--- config.mk ---
export PLATFORM = sky130hd
export DESIGN_NAME = vu_meter_flat
export DESIGN_NICKNAME = d
export VERILOG_FILES = /design/src/rtl/vu_meter_if.sv /design/src/rtl/vu_meter.sv /design/src/flat_wrapper.sv
export SDC_FILE = /design/constraint.sdc
export NUM_CORES = 1
export LEC_CHECK = 0
export CAP_MARGIN = 20
export CORE_MARGIN = 4
export CORE_UTILIZATION = 50
export CTS_CLUSTER_DIAMETER = 50
export DETAILED_ROUTE_END_ITERATION = 7
export DONT_BUFFER_PORTS = 1
export RECOVER_POWER = 25
export SLEW_MARGIN = 20
export SYNTH_ARGS = -nofsm -noshare
export SYNTH_HDL_FRONTEND = slang
export SYNTH_SLANG_ARGS = --single-unit
--- constraint.sdc ---
create_clock -name i_clk -period 8.05 [get_ports i_clk]
set_clock_uncertainty 0.15 [all_clocks]
set_input_delay 2.415 -clock i_clk [delete_from_list [all_inputs] [get_ports i_clk]]
set_output_delay 2.415 -clock i_clk [all_outputs]
set_load 0.05 [all_outputs]
--- src/rtl/vu_meter_if.sv ---
// vu_meter_if: sample input and meter output bundle for the level meter.
// The master side (the equaliser / bench) drives samples and clears.
// The slave side (vu_meter) returns the meter readings.
interface vu_meter_if;
    logic               i_done;
    logic signed [15:0] i_data;
    logic               i_clear;
    logic        [15:0] o_avg;
    logic        [3:0]  o_level;
    logic        [3:0]  o_peak;
    logic               o_update;

    modport master (
        output i_done,
        output i_data,
        output i_clear,
        input  o_avg,
        input  o_level,
        input  o_peak,
        input  o_update
    );

    modport slave (
        input  i_done,
        input  i_data,
        input  i_clear,
        output o_avg,
        output o_level,
        output o_peak,
        output o_update
    );
endinterface

--- src/rtl/vu_meter.sv ---
// vu_meter: rectifies samples, averages magnitude and tracks the peak over a
// 2^WIN_LOG2-sample window, then maps both to 4-bit log levels.
// Optional feature macro: VU_PEAK_HOLD_EN enables peak hold/decay with an
// 8-bit hold counter; without it o_peak is the peak level of each window.
module vu_meter #(
    parameter int WIN_LOG2     = 10,
    parameter int HOLD_WINDOWS = 8
) (
    input  logic        i_clk,
    input  logic        i_rst,
    vu_meter_if.slave   bus
);

    localparam int ACC_W = 15 + WIN_LOG2;

    typedef enum logic [1:0] {
        S_IDLE = 2'd0,
        S_CALC = 2'd1,
        S_OUT  = 2'd2
    } state_t;

    // Elaboration-time guard on the legal parameter ranges.
    generate
        if (WIN_LOG2 < 2 || WIN_LOG2 > 16) begin : g_bad_win
            $error("vu_meter: WIN_LOG2 out of range 2..16");
        end
        if (HOLD_WINDOWS < 0 || HOLD_WINDOWS > 255) begin : g_bad_hold
            $error("vu_meter: HOLD_WINDOWS out of range 0..255");
        end
    endgenerate

    // Level map: 0 for zero, otherwise position of highest set bit plus one.
    function automatic logic [3:0] level_of(input logic [14:0] x);
        logic [3:0] lv;
        lv = 4'd0;
        for (int i = 0; i < 15; i++) begin
            if (x[i]) lv = 4'(i + 1);
        end
        return lv;
    endfunction

    state_t              state_reg;
    state_t              state_next;

    logic [ACC_W-1:0]    acc_reg;
    logic [14:0]         wmax_reg;
    logic [WIN_LOG2-1:0] cnt_reg;

    // Snapshot keeps only the bits that survive the divide by 2^WIN_LOG2.
    logic [14:0]         snap_avg_reg;
    logic [14:0]         snap_max_reg;

    logic [14:0]         avg_reg;
    logic [3:0]          level_reg;
    logic [3:0]          peak_reg;

    logic [15:0]         neg_data;
    logic [14:0]         abs_val;
    logic [ACC_W-1:0]    acc_sum;
    logic [14:0]         max_new;
    logic                win_end;
    logic [3:0]          lvl;
    logic [3:0]          pk;

    // Rectify with saturation of the most negative code.
    always_comb begin
        neg_data = -bus.i_data;
        abs_val  = 15'd0;
        if (!bus.i_data[15]) begin
            abs_val = bus.i_data[14:0];
        end else if (bus.i_data == 16'sh8000) begin
            abs_val = 15'h7fff;
        end else begin
            abs_val = neg_data[14:0];
        end
    end

    assign acc_sum = acc_reg + {{WIN_LOG2{1'b0}}, abs_val};
    assign max_new = (abs_val > wmax_reg) ? abs_val : wmax_reg;
    assign win_end = bus.i_done && (cnt_reg == {WIN_LOG2{1'b1}});
    assign lvl     = level_of(snap_avg_reg);
    assign pk      = level_of(snap_max_reg);

    // Window accumulation and snapshot capture; the next window starts at once.
    always_ff @(posedge i_clk or posedge i_rst) begin
        if (i_rst) begin
            acc_reg      <= '0;
            wmax_reg     <= '0;
            cnt_reg      <= '0;
            snap_avg_reg <= '0;
            snap_max_reg <= '0;
        end else if (bus.i_clear) begin
            acc_reg      <= '0;
            wmax_reg     <= '0;
            cnt_reg      <= '0;
            snap_avg_reg <= '0;
            snap_max_reg <= '0;
        end else if (bus.i_done) begin
            if (win_end) begin
                snap_avg_reg <= acc_sum[ACC_W-1 -: 15];
                snap_max_reg <= max_new;
                acc_reg      <= '0;
                wmax_reg     <= '0;
                cnt_reg      <= '0;
            end else begin
                acc_reg      <= acc_sum;
                wmax_reg     <= max_new;
                cnt_reg      <= cnt_reg + 1'b1;
            end
        end
    end

    // Pipeline state register.
    always_ff @(posedge i_clk or posedge i_rst) begin
        if (i_rst) begin
            state_reg <= S_IDLE;
        end else if (bus.i_clear) begin
            state_reg <= S_IDLE;
        end else begin
            state_reg <= state_next;
        end
    end

    // Pipeline next-state: a window end starts one calc/out pass.
    always_comb begin
        state_next = state_reg;
        case (state_reg)
            S_IDLE:  if (win_end) state_next = S_CALC;
            S_CALC:  state_next = S_OUT;
            S_OUT:   state_next = S_IDLE;
            default: state_next = S_IDLE;
        endcase
    end

`ifdef VU_PEAK_HOLD_EN
    localparam logic [7:0] HOLD_INIT = 8'(HOLD_WINDOWS);

    logic [7:0] hold_reg;
    logic [3:0] peak_dec;

    assign peak_dec = peak_reg - 4'd1;

    // Output registers with peak hold then one-level-per-window decay.
    always_ff @(posedge i_clk or posedge i_rst) begin
        if (i_rst) begin
            avg_reg   <= '0;
            level_reg <= '0;
            peak_reg  <= '0;
            hold_reg  <= '0;
        end else if (bus.i_clear) begin
            avg_reg   <= '0;
            level_reg <= '0;
            peak_reg  <= '0;
            hold_reg  <= '0;
        end else if (state_reg == S_CALC) begin
            avg_reg   <= snap_avg_reg;
            level_reg <= lvl;
            if (pk >= peak_reg) begin
                peak_reg <= pk;
                hold_reg <= HOLD_INIT;
            end else if (hold_reg != 8'd0) begin
                hold_reg <= hold_reg - 8'd1;
            end else begin
                // pk < peak_reg here, so peak_reg is at least 1.
                peak_reg <= (peak_dec > pk) ? peak_dec : pk;
            end
        end
    end
`else
    // Output registers; peak simply follows each window's peak level.
    always_ff @(posedge i_clk or posedge i_rst) begin
        if (i_rst) begin
            avg_reg   <= '0;
            level_reg <= '0;
            peak_reg  <= '0;
        end else if (bus.i_clear) begin
            avg_reg   <= '0;
            level_reg <= '0;
            peak_reg  <= '0;
        end else if (state_reg == S_CALC) begin
            avg_reg   <= snap_avg_reg;
            level_reg <= lvl;
            peak_reg  <= pk;
        end
    end
`endif

    assign bus.o_avg    = {1'b0, avg_reg};
    assign bus.o_level  = level_reg;
    assign bus.o_peak   = peak_reg;
    assign bus.o_update = (state_reg == S_OUT);

endmodule

--- src/flat_wrapper.sv ---
// flat-port wrapper written by rule: the top's interface ports become plain ports
module vu_meter_flat 
#(
    parameter int WIN_LOG2     = 10,
    parameter int HOLD_WINDOWS = 8
)
  (i_clk, i_rst, bus_i_done, bus_i_data, bus_i_clear, bus_o_avg, bus_o_level, bus_o_peak, bus_o_update);
  vu_meter_if bus_i ();
  input  logic i_clk;
  input  logic i_rst;
  input wire logic [$bits(bus_i.i_done)-1:0] bus_i_done;
  input wire logic [$bits(bus_i.i_data)-1:0] bus_i_data;
  input wire logic [$bits(bus_i.i_clear)-1:0] bus_i_clear;
  output wire logic [$bits(bus_i.o_avg)-1:0] bus_o_avg;
  output wire logic [$bits(bus_i.o_level)-1:0] bus_o_level;
  output wire logic [$bits(bus_i.o_peak)-1:0] bus_o_peak;
  output wire logic [$bits(bus_i.o_update)-1:0] bus_o_update;
  assign bus_i.i_done = bus_i_done;
  assign bus_i.i_data = bus_i_data;
  assign bus_i.i_clear = bus_i_clear;
  assign bus_o_avg = bus_i.o_avg;
  assign bus_o_level = bus_i.o_level;
  assign bus_o_peak = bus_i.o_peak;
  assign bus_o_update = bus_i.o_update;
  vu_meter #(.WIN_LOG2(WIN_LOG2), .HOLD_WINDOWS(HOLD_WINDOWS)) u_core (.i_clk(i_clk), .i_rst(i_rst), .bus(bus_i));
endmodule
Word level (Yosys, flattened, before mapping)
Cells that the tools add are included.
{ "totals": {"register_bits": 105, "rom_bits": 0, "memories": 0, "ramBits": 0, "elab_cells": 81, "input_bits": 20, "latch_bits": 0} }
{ "classes": {"reduce_logical": 6, "mux": 57, "addsub": 3, "n_eq_ne": 5, "shift": 0, "n_mul": 0, "div_mod_pow": 0, "bitwise": 0, "magnitude_cmp": 1} }
{ "op_table": {"columns": ["cell", "count"], "rows": [
  ["15-bit 2-to-1 mux", 14],
  ["4-bit 2-to-1 mux", 20],
  ["25-bit 2-to-1 mux", 3],
  ["10-bit 2-to-1 mux", 3],
  ["25-bit by 15-bit adder with 25-bit output", 1],
  ["3-bit 2-to-1 mux", 8],
  ["16-bit == test (second input constant)", 1],
  ["15-bit > comparator", 1],
  ["15-bit negation", 1],
  ["2-bit 2-to-1 mux", 6],
  ["10-bit by 1-bit adder with 10-bit output (second input constant)", 1],
  ["10-bit == test (second input constant)", 1],
  ["2-bit nonzero test", 3],
  ["2-bit one-hot mux with 2 select lines", 1],
  ["3-bit by 2-bit inequality test with 1-bit output (second input constant)", 1],
  ["2-bit by 1-bit == test with 1-bit output (second input constant)", 1],
  ["2-bit == test (second input constant)", 1],
  ["2-bit logical NOT", 1],
  ["1-bit 2-to-1 mux", 2],
  ["2-bit AND reduction", 1],
  ["1-bit logical AND", 1]
]} }

Depth between registers and ports, before layout
{ "depth": {"ltp_word": 17, "ltp_mapped": 16} }

Worst setup path before layout
Ideal clock, no wire load.
{ "synth_timing": {"path_type": "input port to flip-flop", "start": "input bus_i_data[6]", "end": "register u_core.snap_avg_reg[10]", "setup_slack_ps": 2194, "t_required_ps": 7760, "setup_time_ps": 140, "n_path_buf": 0, "cell_stages": 13, "arrival_ps": 5565, "path_cell_list": "or4_4 > or3_4 > nor2_2 > nand3_4 > nand2_1 > ha_1 > a21o_1 > a221o_1 > a311o_1 > a31o_2 > nand2b_1 > xor2_1 > o22ai_1"} }
{ "synth_via": {"elab_chain_len": 7, "word_cells_on_any_way": 8} }
{ "synth_lines": {"columns": ["item", "line_no", "rtl"], "rows": [
  ["start: declaration", "flat_wrapper.sv:12", "input wire logic [$bits(bus_i.i_data)-1:0] bus_i_data;"],
  ["15-bit negation or 16-bit == test (tied branches)", "vu_meter.sv:67, vu_meter.sv:71", null],
  ["15-bit 2-to-1 mux", "vu_meter.sv:71", "end else if (bus.i_data == 16'sh8000) begin"],
  ["15-bit 2-to-1 mux (*)", "vu_meter.sv:69", "if (!bus.i_data[15]) begin"],
  ["25-bit by 15-bit adder with 25-bit output (*)", "vu_meter.sv:78", "assign acc_sum = acc_reg + {{WIN_LOG2{1'b0}}, abs_val};"],
  ["15-bit 2-to-1 mux (*)", "vu_meter.sv:99", "if (win_end) begin"],
  ["15-bit 2-to-1 mux (*)", "vu_meter.sv:98", "end else if (bus.i_done) begin"],
  ["15-bit 2-to-1 mux (*)", "vu_meter.sv:92", "end else if (bus.i_clear) begin"],
  ["end signal: assignment", "vu_meter.sv:100", "snap_avg_reg <= acc_sum[ACC_W-1 -: 15];"],
  ["end: declaration", "vu_meter.sv:50", "logic [14:0] snap_avg_reg;"]
]} }
Every way passes the cells marked *; elsewhere a longest branch is shown, timed or not. The select of a mux whose other input is x is not followed.
A chain may end at the register's enable or synchronous reset.

Final worst setup path
{ "layout_timing": {"start": "input bus_i_data[6]", "end": "register u_core.wmax_reg[4]"} }
{ "layout_via": {"elab_chain_len": 8, "word_cells_on_any_way": 9} }
{ "layout_lines": {"columns": ["item", "line_no", "rtl"], "rows": [
  ["15-bit negation or 16-bit == test (tied branches)", "vu_meter.sv:67, vu_meter.sv:71", null],
  ["15-bit 2-to-1 mux", "vu_meter.sv:71", null],
  ["15-bit 2-to-1 mux (*)", "vu_meter.sv:69", null],
  ["15-bit > comparator", "vu_meter.sv:79", "assign max_new = (abs_val > wmax_reg) ? abs_val : wmax_reg;"],
  ["15-bit 2-to-1 mux (*)", "vu_meter.sv:79", null],
  ["15-bit 2-to-1 mux (*)", "vu_meter.sv:99", null],
  ["15-bit 2-to-1 mux (*)", "vu_meter.sv:98", null],
  ["15-bit 2-to-1 mux (*)", "vu_meter.sv:92", null],
  ["end signal: assignment", "vu_meter.sv:107", "wmax_reg <= max_new;"],
  ["end: declaration", "vu_meter.sv:46", "logic [14:0] wmax_reg;"]
]} }
Marks and branches as above.

==> results.ini <==
[placement]
placed_area_mm2=0.00611
port_buffers=0
hpwl_um=10500
pre_cts_slack_ns=1.77
finalWeightedCongestion=0.861

[synth]
synth_simple_gate_area_share_pct=16.5
synthCells=655
synth_edf_count=0
ys.warnings.count=0
synth.area.mux_share_pct=0
synth_area_per_cell_um2=9.14
netlist_area_mm2=0.00598
synth_fa_ha_area_share_pct=7.44
ys_seq_area_share_pct=43.9
synth_xor_xnor_area_share_pct=5.42
synth.distinct_cells=63
synthesis.nets=710
synth_ff_type=dfrtp_1
synth_top_family_by_area=compound AO/OA/AOI/OAI gates
synth-seq-cells=105
synth_compound_area_share_pct=23.0
async_reset_ff_share_pct=100

[routing]
drt.antenna.violating_nets=0
via_count=4720
first_pass_iters=5
wl_per_cell_um=18.0
viasPerCell=5.94
routed_wl_um=14300
route.detailed.drc=0
drtIter0Drc=384

[setup_path]
endpoint_kind=flip-flop
cp.arrival_ns=6.07
start_kind=primary input
r2r_slack_ns=4.97
worstSetupPathType=in -> reg
reg2reg_depth=8
worstPathMaxFanout=15
worstPathRequired_ns=8.19
r2r-start=u_core.cnt_reg[0]
timing.rr.end=u_core.wmax_reg[4]

[power]
p_total_uw=1330
power_density_mw_per_mm2=208
leakagePower_uw=0.00288
peakVddDrop_uv=159

[cells_and_area]
drive_gt1_share_pct=6.30
seq_area_mm2=0.00263
multi_input_area_mm2=0.00315
largest_reg_flops=25
final_nets=701
layout-area-overhead-vs-synth_pct=6.94
fillerInstances=1049
diodes=0
final_cell_area_mm2=0.00640

[grt]
grt_pass1_wl_um=24200
grt_max_degree=61
grt_pass1_vias=4671
gr-total-overflow=0
grtUsageTotal_pct=21.7
antenna_found_initial=0

[flow_run]
maxCapViolations=1

[floorplanning]
die_y_um=117
rows=39
initial_core_util_pct=51.7
ios=45
dieArea_mm2=0.0138
die_w_um=117
core-area_mm2=0.0116

[clocking]
numClockSinks=105
cts-resized-gates=0
post_cts_buffers=0
cts_root_buf=clkbuf_16
cts_tree=yes
clock_latency_ns=0.36
cts_max_level=3
path_clk_slew_ns=0.07
ctsLongestPathBuffers=2
cts_buffers=9
cts_hold_buf=0

[worst_hold_path]
hp-class=reg -> reg
hold_depth=1
worst_hold_path.endpoint=u_core.state_reg[0]
hold_start=u_core.state_reg[1]

[timing]
worst_pin_slew_ns=2.08
min_period_ns=5.93
period_share_pct=73.6
rsz0062_at_grt=false
setup_ws_ns=2.12
max_slew_margin_pct=-39.6
holdWs_ns=0.287
fin_tns_setup_ns=0
fmax_mhz=169
slew_viol_final=47
setup_viol=0
finalHoldViolCount=0

[run_status]
violations=capacitance limit, slew limit
status=finished, violations left

-- worst max-delay path, cell delays in order --
cell	delay, ns
or4_4	0.53
or3_4	0.39
o31a_1	0.33
nor3_2	0.13
a21oi_2	0.09
ha_1	0.33
nand4_1	0.12
nor3_1	0.29
o21ai_0	0.19
a32oi_2	0.27
and2_0	0.74
a22o_1	0.24
-- through the flow --
stage,utilization [%],std cells
finish,55.3,794
global route,55.3,794
CTS,55.4,794
detailed placement,52.8,778
global placement,52.8,778
floorplan,-,655
-- per-layer routing --
metal	vias up	track usage [%]	wire (um)
met5	-	0	0
met4	0	4.91	187
met3	18	6.40	923
met2	110	33.2	6310
met1	2260	30.8	6860
li1	2332	-	-
-- cell usage in the layout (no fill, tap or decap), types with 3 or more instances in the layout --
master and count:
buf_4 5, nand4_1 8, nand2b_1 3, a21oi_2 4
a21o_1 8, a21oi_1 49, xor2_1 25, ha_1 34
and3_1 4, nor3_1 17, a22o_1 34, o21bai_1 3
or3_1 6, clkbuf_16 9, o31ai_1 13, o21ai_1 14
o21a_1 5, o21ai_0 51, nor2_1 47, xnor2_1 12
o31a_1 3, dfrtp_1 105, nand2_1 84, a31oi_1 3
nand3_1 14, nor4_1 6, nor2b_1 3, inv_1 27
o22ai_1 6
-- how the worst max path moves through the flow --
stage,from,end,depth (start not counted)
final,bus_i_data[6],u_core.wmax_reg[4],12
after global routing,bus_i_data[6],u_core.wmax_reg[4],12
after CTS,bus_i_data[6],u_core.wmax_reg[4],12
after detailed placement,bus_i_data[6],u_core.wmax_reg[13],12
after global placement,bus_i_data[6],u_core.snap_avg_reg[10],13
after floorplan,bus_i_data[6],u_core.snap_avg_reg[10],13
-- synthesized netlist by cell type (3+ instances only) --
cell      count  area, um^2
xnor2_1      12         105
and3_1        4        25.0
o21bai_1      3        22.5
nor4_1        6        37.5
nor2b_1       3        18.8
a22o_1       34         298
nand2b_1      3        18.8
o31a_1        3        26.3
nand4_1       8        50.1
nor3_1       17        85.1
o21ai_0      51         255
xor2_1       25         219
dfrtp_1     105        2630
o22ai_1       6        37.5
clkbuf_1     20        75.1
nor2_1       47         176
o21a_1        5        37.5
nand2_1      84         315
ha_1         34         425
inv_1        28         105
a31oi_1       3        18.8
o31ai_1      13        97.6
nand3_1      14        70.1
a21oi_1      49         245
a21o_1        8        60.1
or3_1         6        37.5
a21oi_2       4        35.0
o21ai_1      15        75.1
-- final cells by class --
cell class                 count  share of cell area [%]
tap                          143                    2.80
sequential                   105                    41.1
inverter                      30                    1.78
clock inverter                 6                   0.958
clock buffer                  10                    3.58
multi-input combinational    494                    49.2
timing repair buffer           6                   0.645
-- cells by family (layout without fill, tap and decap cells) --
| logic type | count (synthesis) | after routing |
|---|---|---|
| other cells | 1 | 1 |
| fa+ha+maj | 35 | 35 |
| flops | 105 | 105 |
| compound gates | 212 | 212 |
| simple gates | 209 | 209 |
| xor+xnor | 37 | 37 |
| buf+inv | 56 | 52 |
-- power breakdown --
group / total (uW) / internal [uW] / switching [uW]
logic: 328 / 124 / 204
registers: 571 / 553 / 18.7
clock network: 430 / 217 / 213
total: 1330 / 893 / 436
(Power assumes the default switching activity.)
